**src/rtl/pipe_pkg.sv**
```systemverilog
// Shared types and constants for the parametrised 5-stage integer pipeline.
package pipe_pkg;

  typedef enum logic [3:0] {
    ALU_ADD = 4'd0,
    ALU_SUB = 4'd1,
    ALU_MUL = 4'd2,
    ALU_XOR = 4'd3,
    ALU_OR  = 4'd4,
    ALU_AND = 4'd5,
    ALU_SLL = 4'd6,
    ALU_SRA = 4'd7,
    ALU_SRL = 4'd8
  } alu_op_e;

  typedef enum logic [1:0] {
    SRC_RS2   = 2'b00,
    SRC_IMM   = 2'b01,
    SRC_SHAMT = 2'b10
  } alu_src_e;

  // Instruction field positions (instructions are always 32 bits).
  localparam int OP_W      = 8;
  localparam int REG_W     = 5;
  localparam int RD_LSB    = 27;
  localparam int RS1_LSB   = 22;
  localparam int RS2_LSB   = 17;
  localparam int SHAMT_LSB = 8;
  localparam int SHAMT_W   = 9;
  localparam int IMM_LSB   = 8;
  localparam int IMM_W     = 14;
  localparam int JADDR_LSB = 8;

  // Pull a register index out of an instruction word.
  function automatic logic [REG_W-1:0] reg_field(input logic [31:0] instr, input int lsb);
    return instr[lsb +: REG_W];
  endfunction

  // Pipeline registers carry control and indices only; the XLEN-wide
  // payloads sit next to them in the top, since a package cannot be
  // parametrised by XLEN.
  typedef struct packed {
    logic        valid;
    logic [31:0] instr;
  } IfId_t;

  typedef struct packed {
    logic               valid;
    logic               mem_read;
    logic               mem_write;
    logic               mem_to_reg;
    logic               reg_write;
    logic [1:0]         alu_src;
    logic [3:0]         alu_op;
    logic [REG_W-1:0]   rd;
    logic [REG_W-1:0]   rs1;
    logic [REG_W-1:0]   rs2;
    logic [IMM_W-1:0]   imm;
    logic [SHAMT_W-1:0] shamt;
  } IdEx_t;

  typedef struct packed {
    logic             valid;
    logic             mem_read;
    logic             mem_write;
    logic             mem_to_reg;
    logic             reg_write;
    logic [REG_W-1:0] rd;
  } ExMem_t;

  typedef struct packed {
    logic             valid;
    logic             reg_write;
    logic [REG_W-1:0] rd;
  } MemWb_t;

endpackage

```
**src/rtl/pipe_alu.sv**
```systemverilog
// Combinational XLEN-wide ALU; unknown op codes fall back to add.
module pipe_alu
  import pipe_pkg::*;
#(
  parameter int XLEN = 32
) (
  input  logic [XLEN-1:0] a,
  input  logic [XLEN-1:0] b,
  input  logic [3:0]      op,
  output logic [XLEN-1:0] y
);

  localparam int SHW = $clog2(XLEN);

  logic [SHW-1:0] sh;
  assign sh = b[SHW-1:0];

  // Operation select; every result wraps at XLEN.
  always_comb begin
    // NOTE: default assignment first so no path leaves y unassigned (no latch).
    y = a + b;
    case (op)
      ALU_SUB: y = a - b;
      ALU_MUL: y = a * b;
      ALU_XOR: y = a ^ b;
      ALU_OR:  y = a | b;
      ALU_AND: y = a & b;
      ALU_SLL: y = a << sh;
      ALU_SRA: y = $signed(a) >>> sh;
      ALU_SRL: y = a >> sh;
      default: y = a + b;
    endcase
  end

endmodule

```
**src/rtl/pipelined_datapath_fwd.sv**
```systemverilog
// 5-stage IF/ID/EX/MEM/WB datapath with EX forwarding, load-use stall,
// jump flush and optional hard-zero r0. Memories are external.
module pipelined_datapath_fwd
  import pipe_pkg::*;
#(
  parameter int          XLEN     = 32,
  parameter int          IMEM_AW  = 7,
  parameter int          DMEM_AW  = 7,
  parameter int unsigned PC_RESET = 0,
  parameter bit          R0_ZERO  = 1'b1
) (
  input  logic               clk,
  input  logic               reset,
  input  logic               MemRead,
  input  logic               MemWrite,
  input  logic               MemToReg,
  input  logic               RegWrite,
  input  logic               Jump,
  input  logic [1:0]         ALUSrc,
  input  logic [3:0]         ALUOp,
  output logic [7:0]         Op,
  output logic [IMEM_AW-1:0] imem_addr,
  input  logic [31:0]        imem_rdata,
  output logic [DMEM_AW-1:0] dmem_addr,
  output logic               dmem_re,
  output logic               dmem_we,
  output logic [XLEN-1:0]    dmem_wdata,
  input  logic [XLEN-1:0]    dmem_rdata,
  output logic               wb_valid,
  output logic [4:0]         wb_rd,
  output logic [XLEN-1:0]    wb_data
);

  localparam logic [IMEM_AW-1:0] PC_INIT = IMEM_AW'(PC_RESET);

  // Pipeline state
  logic [IMEM_AW-1:0] pc_q, pc_d;
  IfId_t              if_id_q, if_id_d;
  IdEx_t              id_ex_q, id_ex_d;
  logic [XLEN-1:0]    id_ex_a_q, id_ex_a_d, id_ex_b_q, id_ex_b_d;
  ExMem_t             ex_mem_q, ex_mem_d;
  logic [XLEN-1:0]    ex_mem_res_q, ex_mem_res_d, ex_mem_sd_q, ex_mem_sd_d;
  MemWb_t             mem_wb_q, mem_wb_d;
  logic [XLEN-1:0]    mem_wb_data_q, mem_wb_data_d;
  logic [XLEN-1:0]    rf_q [32];

  // ID decode
  logic [REG_W-1:0] id_rd, id_rs1, id_rs2;
  logic [XLEN-1:0]  id_a, id_b;
  logic             stall, id_jump;

  // EX
  logic [XLEN-1:0] fwd_a, fwd_b, alu_b, alu_y;
  logic            exm_fwd, wb_we;

  assign id_rd  = reg_field(if_id_q.instr, RD_LSB);
  assign id_rs1 = reg_field(if_id_q.instr, RS1_LSB);
  assign id_rs2 = reg_field(if_id_q.instr, RS2_LSB);

  // A retiring write lands in the RF; r0 writes vanish in hard-zero mode.
  assign wb_we = mem_wb_q.valid && mem_wb_q.reg_write && !(R0_ZERO && mem_wb_q.rd == '0);

  // Loads cannot forward from MEM (data not back yet), so ExMem only forwards ALU results.
  assign exm_fwd = ex_mem_q.valid && ex_mem_q.reg_write && !ex_mem_q.mem_to_reg &&
                   !(R0_ZERO && ex_mem_q.rd == '0);

  assign id_jump = if_id_q.valid && Jump;
  assign stall   = if_id_q.valid && !Jump && id_ex_q.valid && id_ex_q.mem_read &&
                   id_ex_q.reg_write && (id_ex_q.rd == id_rs1 || id_ex_q.rd == id_rs2);

  // ID register read with write-through of the value retiring this cycle.
  always_comb begin
    id_a = rf_q[id_rs1];
    if (wb_we && mem_wb_q.rd == id_rs1) id_a = mem_wb_data_q;
    if (R0_ZERO && id_rs1 == '0)        id_a = '0;
    id_b = rf_q[id_rs2];
    if (wb_we && mem_wb_q.rd == id_rs2) id_b = mem_wb_data_q;
    if (R0_ZERO && id_rs2 == '0)        id_b = '0;
  end

  // PC, IF/ID and ID/EX next state: stall holds the front end, jump flushes the fetch.
  always_comb begin
    pc_d           = pc_q + IMEM_AW'(4);
    if_id_d.valid  = 1'b1;
    if_id_d.instr  = imem_rdata;
    id_ex_d        = '0;
    id_ex_a_d      = '0;
    id_ex_b_d      = '0;
    if (stall) begin
      pc_d    = pc_q;
      if_id_d = if_id_q;
    end else if (id_jump) begin
      pc_d          = if_id_q.instr[JADDR_LSB +: IMEM_AW];
      if_id_d.valid = 1'b0;
    end
    if (if_id_q.valid && !stall) begin
      id_ex_d.valid      = 1'b1;
      id_ex_d.mem_read   = MemRead;
      id_ex_d.mem_write  = MemWrite;
      id_ex_d.mem_to_reg = MemToReg;
      id_ex_d.reg_write  = RegWrite;
      id_ex_d.alu_src    = ALUSrc;
      id_ex_d.alu_op     = ALUOp;
      id_ex_d.rd         = id_rd;
      id_ex_d.rs1        = id_rs1;
      id_ex_d.rs2        = id_rs2;
      id_ex_d.imm        = if_id_q.instr[IMM_LSB +: IMM_W];
      id_ex_d.shamt      = if_id_q.instr[SHAMT_LSB +: SHAMT_W];
      id_ex_a_d          = id_a;
      id_ex_b_d          = id_b;
    end
  end

  // EX operand forwarding: the younger producer in ExMem overrides MemWb.
  always_comb begin
    fwd_a = id_ex_a_q;
    if (wb_we && mem_wb_q.rd == id_ex_q.rs1)    fwd_a = mem_wb_data_q;
    if (exm_fwd && ex_mem_q.rd == id_ex_q.rs1)  fwd_a = ex_mem_res_q;
    fwd_b = id_ex_b_q;
    if (wb_we && mem_wb_q.rd == id_ex_q.rs2)    fwd_b = mem_wb_data_q;
    if (exm_fwd && ex_mem_q.rd == id_ex_q.rs2)  fwd_b = ex_mem_res_q;
  end

  // ALU second operand select.
  always_comb begin
    alu_b = fwd_b;
    case (id_ex_q.alu_src)
      SRC_IMM:   alu_b = {{(XLEN-IMM_W){id_ex_q.imm[IMM_W-1]}}, id_ex_q.imm};
      SRC_SHAMT: alu_b = {{(XLEN-SHAMT_W){1'b0}}, id_ex_q.shamt};
      default:   alu_b = fwd_b;
    endcase
  end

  pipe_alu #(.XLEN(XLEN)) u_alu (
    .a  (fwd_a),
    .b  (alu_b),
    .op (id_ex_q.alu_op),
    .y  (alu_y)
  );

  // EX/MEM and MEM/WB next state; bubbles carry zero control so they never act.
  always_comb begin
    ex_mem_d.valid      = id_ex_q.valid;
    ex_mem_d.mem_read   = id_ex_q.mem_read;
    ex_mem_d.mem_write  = id_ex_q.mem_write;
    ex_mem_d.mem_to_reg = id_ex_q.mem_to_reg;
    ex_mem_d.reg_write  = id_ex_q.reg_write;
    ex_mem_d.rd         = id_ex_q.rd;
    ex_mem_res_d        = alu_y;
    ex_mem_sd_d         = fwd_b;
    mem_wb_d.valid      = ex_mem_q.valid;
    mem_wb_d.reg_write  = ex_mem_q.reg_write;
    mem_wb_d.rd         = ex_mem_q.rd;
    mem_wb_data_d       = ex_mem_q.mem_to_reg ? dmem_rdata : ex_mem_res_q;
  end

  // Pipeline registers; reset empties every stage.
  always_ff @(posedge clk) begin
    // NOTE: non-blocking assignments so every stage samples the pre-edge values of its neighbours.
    if (reset) begin
      pc_q          <= PC_INIT;
      if_id_q       <= '0;
      id_ex_q       <= '0;
      id_ex_a_q     <= '0;
      id_ex_b_q     <= '0;
      ex_mem_q      <= '0;
      ex_mem_res_q  <= '0;
      ex_mem_sd_q   <= '0;
      mem_wb_q      <= '0;
      mem_wb_data_q <= '0;
    end else begin
      pc_q          <= pc_d;
      if_id_q       <= if_id_d;
      id_ex_q       <= id_ex_d;
      id_ex_a_q     <= id_ex_a_d;
      id_ex_b_q     <= id_ex_b_d;
      ex_mem_q      <= ex_mem_d;
      ex_mem_res_q  <= ex_mem_res_d;
      ex_mem_sd_q   <= ex_mem_sd_d;
      mem_wb_q      <= mem_wb_d;
      mem_wb_data_q <= mem_wb_data_d;
    end
  end

  // Register file write port.
  always_ff @(posedge clk) begin
    // NOTE: the RF has no reset so it maps onto plain RAM/flops without a reset tree.
    if (wb_we) rf_q[mem_wb_q.rd] <= mem_wb_data_q;
  end

  assign Op         = if_id_q.valid ? if_id_q.instr[OP_W-1:0] : '0;
  assign imem_addr  = pc_q;
  assign dmem_addr  = ex_mem_res_q[DMEM_AW-1:0];
  assign dmem_re    = ex_mem_q.valid && ex_mem_q.mem_read;
  assign dmem_we    = ex_mem_q.valid && ex_mem_q.mem_write;
  assign dmem_wdata = ex_mem_sd_q;
  assign wb_valid   = mem_wb_q.valid && mem_wb_q.reg_write;
  assign wb_rd      = wb_valid ? mem_wb_q.rd : '0;
  assign wb_data    = wb_valid ? mem_wb_data_q : '0;

endmodule
```
**config.mk**
```make
export PLATFORM = sky130hd
export DESIGN_NAME = pipelined_datapath_fwd
export DESIGN_NICKNAME = d
export VERILOG_FILES = /design/src/rtl/pipe_pkg.sv /design/src/rtl/pipe_alu.sv /design/src/rtl/pipelined_datapath_fwd.sv
export SDC_FILE = /design/constraint.sdc
export NUM_CORES = 2
export LEC_CHECK = 0
export CORE_MARGIN = 2
export CORE_UTILIZATION = 46
export CTS_CLUSTER_DIAMETER = 150
export DETAILED_ROUTE_END_ITERATION = 8
export HOLD_SLACK_MARGIN = 0.12
export PLACE_DENSITY_LB_ADDON = 0.2
export REMOVE_ABC_BUFFERS = 1
export SETUP_SLACK_MARGIN = 0.15
export SLEW_MARGIN = 20
export SYNTH_ARGS = -nofsm -noshare
export SYNTH_HDL_FRONTEND = slang
export SYNTH_SLANG_ARGS = --single-unit
```
**constraint.sdc**
```tcl
create_clock -name clk -period 14.3 [get_ports clk]
set_input_delay 2.86 -clock clk [delete_from_list [all_inputs] [get_ports clk]]
set_output_delay 2.86 -clock clk [all_outputs]
set_load 0.02 [all_outputs]
```
; ---- Word level (Yosys, flattened, before mapping)
; Memories as Yosys holds them, arrays and structs flattened. A register that Yosys moved wholly into a read port is not among the register bits.
; Index checks and enable logic that the tools add are counted.
[totals]
in_bits = 77
out_inout_bits = 94
regBits = 202
mem_count = 1
ramBits = 1024
[memory_table]
columns = memory, words, word_bits, read_ports, rd_ports_with_merged_regs, write_ports, line_no
row1 = rf_q, 32, 32, 2, 2, 1, pipelined_datapath_fwd.sv:45  ; logic [XLEN-1:0] rf_q [32];
[op_classes]
mul = 1
shifts = 3
n_mux = 15
n_bitwise = 4
n_reduce_logical = 31
addsub = 3
n_eq_ne = 16
[op_table]
columns = operator, n
row1 = one-hot mux 32 bit (8 select lines), 1
row2 = 2-to-1 mux 32 bit, 6
row3 = one-hot mux 32 bit (2 select lines), 1
row4 = 2-to-1 mux 49 bit, 1
row5 = adder 32 bit, 1
row6 = AND 32 bit, 1
row7 = multiplier 32 x 32 -> 32 bit, 1
row8 = OR 32 bit, 1
row9 = << shifter 32 x 5 -> 32 bit, 1
row10 = right shift 32 x 5 -> 32 bit, 1
row11 = >>> shifter 32 x 5 -> 32 bit, 1
row12 = subtractor 32 bit, 1
row13 = XOR 32 bit, 1
row14 = == test 5 bit, 6
row15 = logical NOT 5 bit, 4
row16 = logical AND 1 bit, 18
row17 = "== test 4 x 3 -> 1 bit, second input constant", 4
row18 = "== test 4 x 2 -> 1 bit, second input constant", 2
row19 = 2-to-1 mux 8 bit, 1
row20 = "adder 7 x 3 -> 7 bit, second input constant", 1
row21 = 2-to-1 mux 7 bit, 1
row22 = OR reduction 3 bit, 2
row23 = logical NOT 1 bit, 5
row24 = 2-to-1 mux 5 bit, 1
row25 = other kinds (8), 10

; ---- Depth between registers and ports, before layout
[logic_depth]
word_depth = 10
ltp_mapped = 41

; ---- Modules after synthesis
; From an unflattened synthesis, not the netlist that was laid out.
[hier_totals]
cells_unflattened = 6511
hier_area_um2 = 80332.0
[modules_own_cells]
columns = mod, area_each_um2, cells_per_inst, n_inst
row1 = pipelined_datapath_fwd, 57547.7, 3657, 1
row2 = pipe_alu, 22784.4, 2854, 1

; ---- Worst setup path before layout
; Ideal clock, no wire load.
[synth_timing]
path_type = register to register
from = register mem_wb_q[1] in the netlist's numbering
to = register ex_mem_res_q[31]
path_buffers = 6
arrival_ns = 9.127
setup_slack_ns = 5.038
period_less_slack_ns = 9.262
setup_time_ns = 0.135
path_stages_with_launch = 37
path_cell_list = dfxtp_1 -> buf_2 -> xor2_1 -> nor4_2 -> buf_2 -> nand2_1 -> a211oi_1 -> o21a_1 -> buf_2 -> clkbuf_1 -> clkbuf_1 -> buf_1 -> nor2_1 -> fa_1 -> inv_1 -> fa_1 -> fa_1 -> fa_1 -> inv_1 -> fa_1 -> inv_1 -> fa_1 -> inv_1 -> fa_1 -> fa_1 -> ha_1 -> a21o_1 -> a21oi_1 -> a31oi_1 -> a41oi_1 -> a211o_1 -> nor2_1 -> a211oi_1 -> o21ai_0 -> xnor2_1 -> a221oi_1 -> a211oi_2
[synth_via]
elab_chain_len = 9
[synth_rtl]
columns = item, line_no
row1 = "start, declared", pipelined_datapath_fwd.sv:43  ; MemWb_t mem_wb_q, mem_wb_d;
row2 = "start signal, assigned", pipelined_datapath_fwd.sv:180  ; mem_wb_q <= mem_wb_d;
row3 = logical NOT 5 bit, pipelined_datapath_fwd.sv:61  ; assign wb_we = mem_wb_q.valid && mem_wb_q.reg_write && !(R0_ZERO && mem_wb_q.rd == '0);
row4 = logical NOT 1 bit, pipelined_datapath_fwd.sv:61
row5 = logical AND 1 bit, pipelined_datapath_fwd.sv:61
row6 = logical AND 1 bit, pipelined_datapath_fwd.sv:120  ; if (wb_we && mem_wb_q.rd == id_ex_q.rs2) fwd_b = mem_wb_data_q;
row7 = 2-to-1 mux 32 bit, pipelined_datapath_fwd.sv:120
row8 = 2-to-1 mux 32 bit, pipelined_datapath_fwd.sv:121  ; if (exm_fwd && ex_mem_q.rd == id_ex_q.rs2) fwd_b = ex_mem_res_q;
row9 = one-hot mux 32 bit (2 select lines), pipelined_datapath_fwd.sv:127  ; case (id_ex_q.alu_src)
row10 = "multiplier 32 x 32 -> 32 bit, or another cell as far along", pipe_alu.sv:24  ; ALU_MUL: y = a * b;
row11 = one-hot mux 32 bit (8 select lines) *, pipe_alu.sv:22  ; case (op)
row12 = "end signal, assigned", pipelined_datapath_fwd.sv:178  ; ex_mem_res_q <= ex_mem_res_d;
row13 = "end, declared", pipelined_datapath_fwd.sv:42  ; logic [XLEN-1:0] ex_mem_res_q, ex_mem_res_d, ex_mem_sd_q, ex_mem_sd_d;
; Every way passes the cells marked *; elsewhere a longest branch is shown, timed or not.
; A chain may end at the register's enable or synchronous reset.

; ---- Worst setup path after layout
[layout_timing]
from = register mem_wb_q[6] in the netlist's numbering
to = register ex_mem_res_q[31]
[layout_via]
elab_chain_len = 8
[layout_rtl]
columns = item, line_no
row1 = logical AND 1 bit * (2 in a row), pipelined_datapath_fwd.sv:61
row2 = logical AND 1 bit, pipelined_datapath_fwd.sv:120
row3 = 2-to-1 mux 32 bit, pipelined_datapath_fwd.sv:120
row4 = 2-to-1 mux 32 bit, pipelined_datapath_fwd.sv:121
row5 = one-hot mux 32 bit (2 select lines), pipelined_datapath_fwd.sv:127
row6 = "multiplier 32 x 32 -> 32 bit, or another cell as far along", pipe_alu.sv:24
row7 = one-hot mux 32 bit (8 select lines) *, pipe_alu.sv:22
; Marked as above.

==> metrics.txt <==
outcome=finished clean; core box area=172000 um2; Synth area leaders=edfxtp_1 (39%), mux4_2 (14%), fa_1 (10%), dfxtp_1 (6.3%), mux2i_1 (4.9%); DRT Pass-1 Iters=9; area of the multi-input gates=41000 um2; Most Used Layer, Global Route=met2; cts hold-fix bufs=0; Yosys top cell by area=edfxtp_1; final setup skew=0.0341 ns; endpoints failing hold=0; most common cell after layout, fill and taps aside=edfxtp_1; hpwl dp=193000 um; sequential area share after synthesis=44.9%; Resized Gates After CTS=0; 1st-iter DRT viols=6812; WP depth=32; post-synthesis cell type count=95; Num CTS Buffers=136; register area=35800 um2; die footprint=177000 um2; Max Cap Viol=0; nets@finish=7063; Yosys top cell area share=38.5%; share of cells above drive strength 1=16.5%; Post-synth EDFFs=1024; pwr dens=104 nW/um2; most frequent CP cell=fa_1; HP Class=flop to flop; total track usage=34.1%; slowest stage delay, CP=0.85 ns; Detailed Route WL=300000 um; # rows=152; number of global-route vias before repair=57000; first-pass GRT wire length=423000 um; Pins Over Slew Limit=0; Vias per Instance=6.45; Critical Path Source Type=flop; critical setup path kind=flop to flop; CP top delay family=adder cells; DRC=0; Syn Inst Count=6263; CP Capture Type=flop; H-tree levels=4; worst hold slack=0.445 ns; initial antenna violation count=5; total gr overflow=0; largest net degree at the start of global routing=124; FMAX=0.0883 GHz; met3 usage=6.66%; static leakage=32.5 nW; Avg WL per Cell=34.2 um; final antenna-violating net count=0; Hold Path Stages=1; GR Util met1=42.6%; DIE WIDTH=420 um; Port Buf Inserts=170; Cell Area, Synth=79800 um2; Vias=56600; GRT met2 Usage=55.0%; fillers=14800; relative slew slack=21.8%; CP required=14.94 ns; I/O pin count=171; Reg clk slew, reported paths=0.06 ns; CTS tree=yes; routability cong.=1.03; R2R depth=32; Post-CTS Setup Inserts=0; Clock Sinks=1276; Crit path arrival time=11.97 ns; Power, Total=9.31 mW; Worst-Margin Slew=1.17 ns; Avg Cell Area, Syn=12.7 um2; Final setup viols=0; Slowest-stage cell, CP=dfxtp_2; worst path bufs/invs=6; Setup WS post-layout=2.97 ns; synth warn=0; clock latency on the worst-skew pair=0.81 ns; Place WS=3.26 ns; Synth Flop Type=edfxtp_1; crit path max fanout=38; FFs w/ async S/R, synth=0%; RSZ-0062 raised after global routing=false; most frequent cells in the layout=edfxtp_1 (1024), nor2_1 (699), mux4_2 (504), inv_1 (433), fa_1 (409); initial core utilization=46.4%; Fin Setup TNS=0 ns; Die Height=420 um; R2R setup slack=2.97 ns; clk root buf=clkbuf_16; clock period minus worst slack=11.33 ns; Peak VDD IR=0.000138 V; flops & latches, synth=1276; deepest clock path buffer count=3; area grow syn2layout=11.8%; part of the cycle the worst path needs=79.2%
==> logic make-up (layout without fill, tap and decap cells) <==
logic type	count (synthesis)	in the layout	share of synthesized area, %
other	1	36	0.00470
and+or+nand+nor	1455	1455	7.99
DFF	1276	1276	44.9
xor gates and xnor gates	173	173	2.02
muxes	933	933	19.7
buffers and inverters	903	1067	4.36
adders and majority gates	632	632	13.8
AOI/OAI and AO/OA	890	890	7.31
==> stage by stage <==
step | instances | instance area, um2 | util, %
6_report | 8772 | 89200 | 51.9
5_1_grt | 8768 | 89200 | 51.9
4_1_cts | 8768 | 89200 | 51.9
3_5_place_dp | 8526 | 84700 | 49.3
3_3_place_gp | 8526 | 84700 | 49.3
2_1_floorplan | 5841 | 78100 | -
==> worst register-to-register path: cells and delay by family, from the launching register on <==
family	cells	cell delay, ns
AO/OA/AOI/OAI	11	3.49
AND/OR/NAND/NOR	5	1.23
flip-flops	1	0.85
buffers and inverters	6	1.18
XOR/XNOR	1	0.18
adder cells (fa/ha/maj)	9	4.27
==> power by group <==
group	leakage (nW)	internal [mW]	total [mW]	switching, mW
combinational	18.8	0.523	1.47	0.948
clock	2.15	2.04	3.57	1.53
sequential	11.5	4.14	4.27	0.123
total	32.5	6.71	9.31	2.60
==> final cells by class <==
cell class,instances,area share (%)
Inverter,450,1.90
Antenna cell,4,0.0112
Multi-Input combinational cell,4115,46.0
Tap cell,2310,3.24
Sequential cell,1276,40.2
Clock buffer,179,4.16
Timing Repair Buffer,375,3.69
Clock inverter,63,0.811
==> cells in the mapped netlist (all sizes together) (7+ instances only) <==
master and n:
xor2 39, nor3 47, a21oi 236, and3 52, nand3 74, a21o 26
o221ai 29, a221oi 59, mux2 41, clkinv 9, ha 223, xnor3 7
clkbuf 315, o31ai 16, a221o 13, o211ai 38, mux4 504, nand4 10
dfxtp 252, o21a 15, nand2b 55, nor2 733, fa 409, a31oi 36
inv 441, edfxtp 1024, and2 59, a311oi 17, mux2i 388, nand2 335
nor2b 40, a22oi 12, o21ai 193, a211oi 85, or3 17, buf 138
xnor2 127, o22ai 58, nor4 10
==> per-layer routing <==
metal  vias to the layer above  part of all wire [%]
met1                     29300                    36
met2                      3265                    48
met3                       851                   9.2
met5                         -                0.0093
li1                      23200                     -
met4                         4                   6.9
==> state kept, by name (all words and copies together) (netlist names) <==
| name | cells |
|---|---|
| rf_q | 1024 |
| dmem_wdata | 32 |
| ex_mem_res_q | 32 |
| id_ex_a_q | 32 |
| id_ex_b_q | 32 |
| mem_wb_data_q | 32 |
| id_ex_q | 25 |
| if_id_q | 18 |
| ex_mem_d | 10 |
| ex_mem_q | 10 |
| imem_addr | 7 |
| mem_wb_q | 7 |
| id_rd | 5 |
| id_rs1 | 5 |
| id_rs2 | 5 |
==> final timing paths <==
path                                                    end                    from
worst max-delay path            ex_mem_res_q[31]$_SDFF_PP0_  mem_wb_q[6]$_SDFF_PP0_
worst max register to register  ex_mem_res_q[31]$_SDFF_PP0_  mem_wb_q[6]$_SDFF_PP0_
worst min register to register       ex_mem_q[7]$_SDFF_PP0_  ex_mem_d[7]$_SDFF_PP0_
worst min-delay path                 ex_mem_q[7]$_SDFF_PP0_  ex_mem_d[7]$_SDFF_PP0_
Note: power is estimated with default switching activity, not from simulation.
